**config.mk**
```make
export PLATFORM = sky130hd
export DESIGN_NAME = serial_adder
export DESIGN_NICKNAME = d
export VERILOG_FILES = /design/src/rtl/serial_adder.sv
export SDC_FILE = /design/constraint.sdc
export NUM_CORES = 1
export LEC_CHECK = 0
export CAP_MARGIN = 20
export CORE_UTILIZATION = 50
export CTS_CLUSTER_SIZE = 20
export DETAILED_ROUTE_END_ITERATION = 10
export PLACE_DENSITY = 0.78
export SLEW_MARGIN = 20
export SYNTH_ARGS = -nofsm -noshare
export SYNTH_HDL_FRONTEND = slang
export SYNTH_SLANG_ARGS = --single-unit
```
**constraint.sdc**
```tcl
create_clock -name clk -period 4.6 [get_ports clk]
set_clock_uncertainty 0.1 [all_clocks]
set_input_delay 1.15 -clock clk [delete_from_list [all_inputs] [get_ports clk]]
set_output_delay 1.15 -clock clk [all_outputs]
set_load 0.01 [all_outputs]
```
**src/rtl/serial_adder.sv**
```systemverilog
// Bit-serial ripple adder: one full-adder slice plus a carry flop, LSB first, WIDTH clocks per result.
// Define SERIAL_ADDER_SUB_EN to add the `sub` port (a - b - c_in, c_out reports borrow).
module serial_adder #(
    parameter int WIDTH = 4
) (
    input  logic             clk,
    input  logic             rst_n,
    input  logic             start,
    input  logic [WIDTH-1:0] a,
    input  logic [WIDTH-1:0] b,
    input  logic             c_in,
`ifdef SERIAL_ADDER_SUB_EN
    input  logic             sub,
`endif
    output logic             busy,
    output logic             done,
    output logic [WIDTH-1:0] sum,
    output logic             c_out,
    output logic             overflow
);

    localparam int CW = $clog2(WIDTH);
    localparam logic [CW-1:0] LAST = CW'(WIDTH - 1);

    typedef enum logic [0:0] {
        IDLE = 1'b0,
        RUN  = 1'b1
    } state_t;

    state_t           state_q;
    logic [WIDTH-1:0] a_sh_q, b_sh_q, s_sh_q, s_sh_d;
    logic             carry_q, carry_d;
    logic [CW-1:0]    cnt_q;
    logic             inv_q;
    logic [WIDTH-1:0] sum_q;
    logic             c_out_q, ovf_q, done_q;
    logic             sum_bit;

    logic [WIDTH-1:0] b_load;
    logic             c_load, inv_load;

`ifdef SERIAL_ADDER_SUB_EN
    // Subtraction is a + ~b + ~c_in; the final carry is inverted to report a borrow.
    always_comb begin
        b_load   = sub ? ~b : b;
        c_load   = sub ? ~c_in : c_in;
        inv_load = sub;
    end
`else
    always_comb begin
        b_load   = b;
        c_load   = c_in;
        inv_load = 1'b0;
    end
`endif

    always_comb begin
        sum_bit = a_sh_q[0] ^ b_sh_q[0] ^ carry_q;
        carry_d = (a_sh_q[0] & b_sh_q[0]) | (a_sh_q[0] & carry_q) | (b_sh_q[0] & carry_q);
        s_sh_d  = {sum_bit, s_sh_q[WIDTH-1:1]};
    end

    always_ff @(posedge clk or negedge rst_n) begin
        if (!rst_n) begin
            state_q <= IDLE;
            a_sh_q  <= '0;
            b_sh_q  <= '0;
            s_sh_q  <= '0;
            carry_q <= 1'b0;
            cnt_q   <= '0;
            inv_q   <= 1'b0;
            sum_q   <= '0;
            c_out_q <= 1'b0;
            ovf_q   <= 1'b0;
            done_q  <= 1'b0;
        end else begin
            done_q <= 1'b0;
            case (state_q)
                IDLE: begin
                    if (start) begin
                        a_sh_q  <= a;
                        b_sh_q  <= b_load;
                        carry_q <= c_load;
                        inv_q   <= inv_load;
                        cnt_q   <= '0;
                        state_q <= RUN;
                    end
                end
                RUN: begin
                    a_sh_q  <= a_sh_q >> 1;
                    b_sh_q  <= b_sh_q >> 1;
                    s_sh_q  <= s_sh_d;
                    carry_q <= carry_d;
                    if (cnt_q == LAST) begin
                        // carry_q here is the carry into the MSB slice
                        sum_q   <= s_sh_d;
                        c_out_q <= carry_d ^ inv_q;
                        ovf_q   <= carry_q ^ carry_d;
                        done_q  <= 1'b1;
                        cnt_q   <= '0;
                        state_q <= IDLE;
                    end else begin
                        cnt_q <= cnt_q + 1'b1;
                    end
                end
                default: state_q <= IDLE;
            endcase
        end
    end

    assign busy     = (state_q == RUN);
    assign done     = done_q;
    assign sum      = sum_q;
    assign c_out    = c_out_q;
    assign overflow = ovf_q;

endmodule

```
Word level (Yosys, flattened, before mapping):

Cells that the tools add are included.

* bits in registers: 23
* bits of input ports: 12
* output and inout port bits: 8
* word-level logic and storage cells: 37

* $add $sub $neg: 1
* eq/ne operators: 2
* mux-type cells: 14
* bitwise gates (word level): 9
* reduce and logical (&&, ||, !) cells: 1

Operators with widths (number)
* $pmux 4 s2: 2
* $mux 4: 2
* $mux 1: 5
* $mux 2: 2
* $pmux 1 s2: 2
* $pmux 2 s2: 1
* $and 1x1->1: 3
* $xor 1x1->1: 3
* $add 2x1->2 const B: 1
* $eq 2x2->1 const B: 1
* $ne 2x2->1 const B: 1
* $or 1x1->1: 2
* $reduce_and 2->1: 1
* $not 1->1: 1

Depth between registers and ports, before layout:

Gate-level depths: netlist of run 1.

* word-level depth: 4
* mapped depth: 4
* mapped depth without buffers: 3

Least setup slack after synthesis of run 1:

No wires, ideal clock.

* path type: in2reg
* start point: input port start
* end point: register a_sh_q[1]
* setup time: 0.123 ns
* arrival: 1.514 ns
* data required time: 4.377 ns
* slack: 2.862 ns
* cell stages on the path: 3
* path buffers: 1
* cells stage by stage: buf_6 mux2i_1 o21ai_1

* longest elaborated chain between the ends: 1

Ends and longest elaborated chain
* start, declared: RTL line 8 `input logic start,`
* $ne 2x2->1 (no source line)
* end signal, assigned: RTL line 90 `a_sh_q <= a_sh_q >> 1;`
* end, declared: RTL line 31 `logic [WIDTH-1:0] a_sh_q, b_sh_q, s_sh_q, s_sh_d;`

No other way between the ends.
A chain may end at the register's enable or synchronous reset.

Worst setup path in the final report of run 1:

* start point: register state_q (netlist: busy)
* end point: output port busy

RTL lines
* start, declared: RTL line 30 `state_t state_q;`
* start signal, assigned: RTL line 65 `state_q <= IDLE;`
* start signal, assigned: RTL line 86 `state_q <= RUN;`
* start signal, assigned: RTL line 101 `state_q <= IDLE;`
* end, declared: RTL line 15 `output logic busy,`

No word-level cell between the ends.

==> results.md, run 1 <==
* Area taken by multi-input logic gates at 374 um2
* Most frequent cells in the layout: dfrtp_1 (22), clkdlybuf4s50_1 (19), mux2i_1 (11)
* CP Cell Sequence: clkdlybuf4s50_1
* Slew margin rel. at 35.9%
* Cells after Synth at 71
* Reg2Reg Depth at 2
* Worst-path fanout max at 25
* Overflow after GRT at 0
* Final setup fails at 0
* RR Startpoint: busy$_DFF_PN0_
* Post-Syn Nets at 85
* Power Density at 590 mW/mm2
* Worst-Skew Late Latency at 300 ps
* Reg-to-reg slack, setup at 2970 ps
* NumNets Final at 105
* Seq/Total Area, Yosys at 56.7%
* CTS clk-pin slew, worst paths at 110 ps
* ANT nets after route at 0
* Postcts setup bufs at 0
* First-pass GRT wire length at 2.45 mm
* Max-Cap Viols at 0
* HP Start: b_sh_q[1]$_DFFE_PN0P_
* Placed cell count at 111
* Final hold violations at 0
* Hold path depth at 2
* Placement-stage cell area at 0.00115 mm2
* Ant. Diodes at 0
* Critical R2R Capture: c_out$_DFFE_PN0P_
* Core Area at 0.00176 mm2
* FMAX at 322 MHz
* Sum Neg Setup Slack at 0 ps
* Avg Cell Area, Syn at 13.7 um2
* CP Data Arrival Time at 1860 ps
* Crit path max-delay cell type: dfrtp_1
* Post-synthesis register bit count at 22
* Max incr delay on CP at 880 ps
* Final cell count without fillers at 114
* Lkg Pwr at 0.577 nW
* Hold buffer count at cts at 0
* CTS root buf: clkbuf_4
* Via Count at 562
* Post-route cell area at 0.00118 mm2
* RSZ-0062 raised after global routing: false
* WP buf/inv at 1
* Max clock buf depth at 2
* Peak supply drop at 0.000363 V
* Post-route DRC violation count at 0
* Vias in the first global route at 553
* Cts bufs inserted at 3
* Final Wtd Congestion at 0.663
* WL/cell at 12.7 um
* Total GRT Usage at 17.3%
* Die Ht at 46.1 um
* Largest net degree at the start of global routing at 26
* Starting Density at 55.0%
* Final Slew Violations at 0
* Area grow syn2layout at 21.1%
* Post-cts resize count at 0
* H-tree depth at 1
* Crit Path Class: register to output pin
* Final HPWL DP at 1.05 mm
* Top delay family on crit path: flip-flops
* Total iterations of the first detailed-routing run at 2
* First DRT Iteration DRCs at 8
* Via-to-Cell Ratio at 4.93
* Final min period at 3110 ps
* Die area at 0.00212 mm2
* Post-Syn Area at 971 um2
* Yosys cell types at 17
* Hold Crit Class: register to register
* Crit path required time at 3350 ps
* Status: finished, final reports clean
* Ports at 20
* Startpoint types: register
* TritonCTS Sinks at 22
* Register Area at 551 um2
* Number of synthesis warnings at 0
* Initial antenna violation count at 0
* Commonest non-fill, non-tap cell in the layout: dfrtp_1
* IO buf count at 19
* Slack of the critical path at 1490 ps
* Routed WL at 1.44 mm
* Least-Margin Pin Slew at 959 ps
* Tcrit/Tclk final at 67.6%
* Chip width at 46.1 um
* CTS tree: yes
* Setup WS pre-CTS at 1830 ps
* Proportion of layout cells with a drive suffix above 1 at 14.6%
* Worst Hold End: b_sh_q[0]$_DFFE_PN0P_
* Cell Rows at 15
* FILL cells at 146
* CP endpoint kind: output pin
[metrics by stage]
step | hold WS (ps) | util, % | power (mW)
final | 404 | 66.7 | 0.694
after global routing | 440 | 66.7 | 0.749
after CTS | 407 | 66.7 | 0.703
after detailed placement | 379 | 65.4 | 0.619
after global placement | 370 | 65.4 | 0.607
after floorplan | 356 | - | 0.528
[worst max path at each step]
stage,startpoint,endpoint,slack (ps),cells after the start
detailed placement,busy$_DFF_PN0_,busy,1830,1
floorplan,start,a_sh_q[1]$_DFFE_PN0P_,2860,3
finish,busy$_DFF_PN0_,busy,1490,1
global placement,busy$_DFF_PN0_,busy,1820,1
global route,busy$_DFF_PN0_,busy,1350,1
CTS,busy$_DFF_PN0_,busy,1470,1
[layout make-up]
type | instances | area share, %
inverter | 2 | 0.638
multi-input combinational | 43 | 31.8
tap | 25 | 2.66
timing repair buffer | 19 | 16.2
clock buffer | 3 | 1.91
sequential | 22 | 46.8
[layer usage]
| layer | GRT usage (%) | wire length (um) | part of all wire (%) |
|---|---|---|---|
| met1 | 21.9 | 665 | 46 |
| met2 | 26.2 | 686 | 48 |
| met4 | 10.6 | 31 | 2.1 |
| met5 | 0 | 0 | 0 |
| met3 | 4.71 | 60 | 4.2 |
[state kept, by name, indices dropped and copies added (netlist names)]
register / flops
done: 1
carry_q: 1
cnt_q: 2
s_sh_q: 3
b_sh_q: 4
c_out: 1
overflow: 1
sum: 4
a_sh_q: 4
busy: 1
[synthesized netlist by cell type (all sizes together)]
library cell  count  area share [%]
buf               4             4.0
fa                1             2.1
o21ai             7             3.6
mux2i            11              11
mux2              9              13
inv               2            0.77
ha                1             1.3
nand2b            1            0.64
xor2              1            0.90
a22o              1            0.90
dfrtp            22              57
nand2             8             3.9
nor2              3             1.2
[logic make-up (layout without fill, tap and decap cells)]
kind of cell    count (synthesis)  count (layout)  share of synthesized area, %
compound gates                  8               8                          4.51
xor+xnor                        1               1                         0.902
fa+ha+maj                       2               2                          3.35
buf+inv                         6              24                          4.77
flops                          22              22                          56.7
mux                            20              20                          24.1
simple gates                   12              12                          5.67
[where the power goes]
group | internal [mW] | switching, mW
clock network | 0.0306 | 0.0551
registers | 0.272 | 0.0703
logic | 0.174 | 0.0930
total | 0.476 | 0.218
No activity file was read; power rests on OpenSTA's default activity.
==> run 2: changes to the inputs <==
--- a/config.mk
+++ b/config.mk
@@ -6,10 +6,10 @@
 export NUM_CORES = 1
 export LEC_CHECK = 0
 export CAP_MARGIN = 20
-export CORE_UTILIZATION = 50
+export CORE_UTILIZATION = 44
 export CTS_CLUSTER_SIZE = 20
 export DETAILED_ROUTE_END_ITERATION = 10
-export PLACE_DENSITY = 0.78
+export PLACE_DENSITY = 0.73
 export SLEW_MARGIN = 20
 export SYNTH_ARGS = -nofsm -noshare
 export SYNTH_HDL_FRONTEND = slang
==> constraint.sdc (replaced) <==
create_clock -name clk -period 2.81 [get_ports clk]
set_clock_uncertainty 0.1 [all_clocks]
set_input_delay 0.7025 -clock clk [delete_from_list [all_inputs] [get_ports clk]]
set_output_delay 0.7025 -clock clk [all_outputs]
set_load 0.01 [all_outputs]
==> run 2 against run 1 <==
Clock power is 99% higher. Critical path type unchanged. Critical endpoint is now sum[3]. Global-route usage is 3.0 points lower. Hold slack lost 1.0 ps. Sequential share of layout area fell by 1.2 points. Routed wire length decreased by 0.14%. Via count is 0.89% higher.
==> results.md, run 2 (synthesis results as in run 1) <==
* Status: finished, final reports clean
* Cts bufs inserted at 3 (unchanged)
* Via Count at 567 (+0.89%)
* Placement-stage cell area at 0.00117 mm2 (+1.5%)
* Most frequent cells in the layout: dfrtp_1 (22), clkdlybuf4s50_1 (19), mux2i_1 (11)
* Proportion of layout cells with a drive suffix above 1 at 17.4% (+2.8 points)
* Hold Crit Class: register to register
* Tcrit/Tclk final at 71.4%
* CTS clk-pin slew, worst paths at 120 ps (about the same)
* CTS root buf: clkbuf_4
* CP endpoint kind: output pin
* Post-cts resize count at 0 (unchanged)
* Sum Neg Setup Slack at 0 ps (unchanged)
* Initial antenna violation count at 0 (unchanged)
* Power Density at 976 mW/mm2 (+65%)
* Postcts setup bufs at 0 (unchanged)
* M3 GR Usage at 4.67% (-0.033 points)
* Hold buffer count at cts at 0 (unchanged)
* Crit Path Class: register to output pin
* Total iterations of the first detailed-routing run at 4 (+2)
* M1 GR Usage at 19.8% (-2.1 points)
* Setup WS pre-CTS at 618 ps (-1210 ps)
* Top delay family on crit path: buffers and inverters
* Total GRT Usage at 14.3% (-3.0 points)
* WP buf/inv at 1 (unchanged)
* Tot Pwr at 1.18 mW (+70%)
* RSZ-0062 raised after global routing: false
* Die area at 0.00240 mm2 (+13%)
* ANT nets after route at 0 (unchanged)
* Peak supply drop at 0.000482 V (+33%)
* M2 GR Usage at 22.0% (-4.2 points)
* First-pass GRT wire length at 2.57 mm (+5.1%)
* Slew margin rel. at 58.8% (+23 points)
* NumNets Final at 107 (+1.9%)
* FILL cells at 176 (+21%)
* Final min period at 2010 ps
* Slack of the critical path at 803 ps (-689 ps)
* TritonCTS Sinks at 22 (unchanged)
* Final setup fails at 0 (unchanged)
* Cell Rows at 16 (+1)
* Startpoint types: register
* Routed WL at 1.44 mm (-0.14%)
* Commonest non-fill, non-tap cell in the layout: dfrtp_1
* Ant. Diodes at 0 (unchanged)
* CTS tree: yes
* Vias in the first global route at 533 (-3.6%)
* FMAX at 498 MHz
* Worst-Skew Late Latency at 300 ps (about the same)
* First DRT Iteration DRCs at 11 (+3)
* CP Data Arrival Time at 1200 ps (-660 ps)
* Worst-path fanout max at 2 (-92%)
* Chip width at 49.0 um (+6.3%)
* Post-route DRC violation count at 0 (unchanged)
* Die Ht at 49.0 um (+6.3%)
* Max clock buf depth at 2 (unchanged)
* Core Area at 0.00202 mm2 (+15%)
* Crit path required time at 2010 ps (-1340 ps)
* Via-to-Cell Ratio at 4.76 (-3.3%)
* Max-Cap Viols at 0 (unchanged)
* Final hold violations at 0 (unchanged)
* H-tree depth at 1 (unchanged)
* Overflow after GRT at 0 (unchanged)
* Starting Density at 48.0% (-7.0 points)
* Ports at 20 (unchanged)
* Least-Margin Pin Slew at 616 ps (-343 ps)
* Final Slew Violations at 0 (unchanged)
* Lkg Pwr at 0.594 nW (+2.9%)
* IO buf count at 19 (unchanged)
* WL/cell at 12.1 um (-4.3%)
* Crit path max-delay cell type: clkdlybuf4s50_1
* Final Wtd Congestion at 0.696 (+5.0%)
* CP Cell Sequence: clkdlybuf4s50_1
* Largest net degree at the start of global routing at 25 (-3.8%)
* GRT Max-Usage Layer: met2
* Area grow syn2layout at 24.4%
* Post-route cell area at 0.00121 mm2 (+2.7%)
* Max incr delay on CP at 540 ps (-340 ps)
* Final HPWL DP at 1.05 mm (+0.79%)
* Util after Layout at 59.7% (-7.0 points)
run 2: cell types whose count changed in the layout (fill, tap and decap cells not counted), sizes merged:
cell / delta
clkbuf: +1
buf: +2
run 2: path summary, 6_finish.rpt:
| check | start | to | slack (ps) | cells after the start |
|---|---|---|---|---|
| worst min-delay path | cnt_q[0]$_DFFE_PN0P_ | cnt_q[0]$_DFFE_PN0P_ | 400 | 1 |
| min in group asynchronous | rst_n | s_sh_q[1]$_DFFE_PN0P_ | 640 | 2 |
| worst min register to register | cnt_q[0]$_DFFE_PN0P_ | cnt_q[0]$_DFFE_PN0P_ | 400 | 1 |
| worst max-delay path | sum[3]$_DFFE_PN0P_ | sum[3] | 800 | 1 |
| worst max register to register | a_sh_q[0]$_DFFE_PN0P_ | overflow$_DFFE_PN0P_ | 1280 | 3 |
| max in group asynchronous | rst_n | done$_DFF_PN0_ | 1750 | 2 |
run 2: per-layer routing:
| metal | up-vias | routed length (um) |
|---|---|---|
| li1 | 284 | - |
| met1 | 266 | 703 |
| met2 | 17 | 678 |
| met3 | 0 | 61 |
| met4 | 0 | 0 |
| met5 | - | 0 |
run 2: area by class of cell:
| type | count | area [um2] | area share [%] |
|---|---|---|---|
| Clock buffer | 4 | 36.3 | 3.01 |
| Inverter | 2 | 7.51 | 0.622 |
| Multi-Input combinational cell | 43 | 374 | 31.0 |
| Sequential cell | 22 | 551 | 45.6 |
| Tap cell | 27 | 33.8 | 2.80 |
| Timing Repair Buffer | 21 | 205 | 17.0 |
run 2: power by group:
| group | internal (mW) | total, mW | switching (mW) |
|---|---|---|---|
| clock network | 0.0790 | 0.170 | 0.0908 |
| registers | 0.446 | 0.527 | 0.0803 |
| logic | 0.291 | 0.482 | 0.192 |
run 2: metrics by stage:
| step | hold slack [ps] | std cells |
|---|---|---|
| 2_1_floorplan | 307 | 71 |
| 3_3_place_gp | 367 | 115 |
| 3_5_place_dp | 383 | 115 |
| 4_1_cts | 406 | 119 |
| 5_1_grt | 419 | 119 |
| 6_report | 403 | 119 |
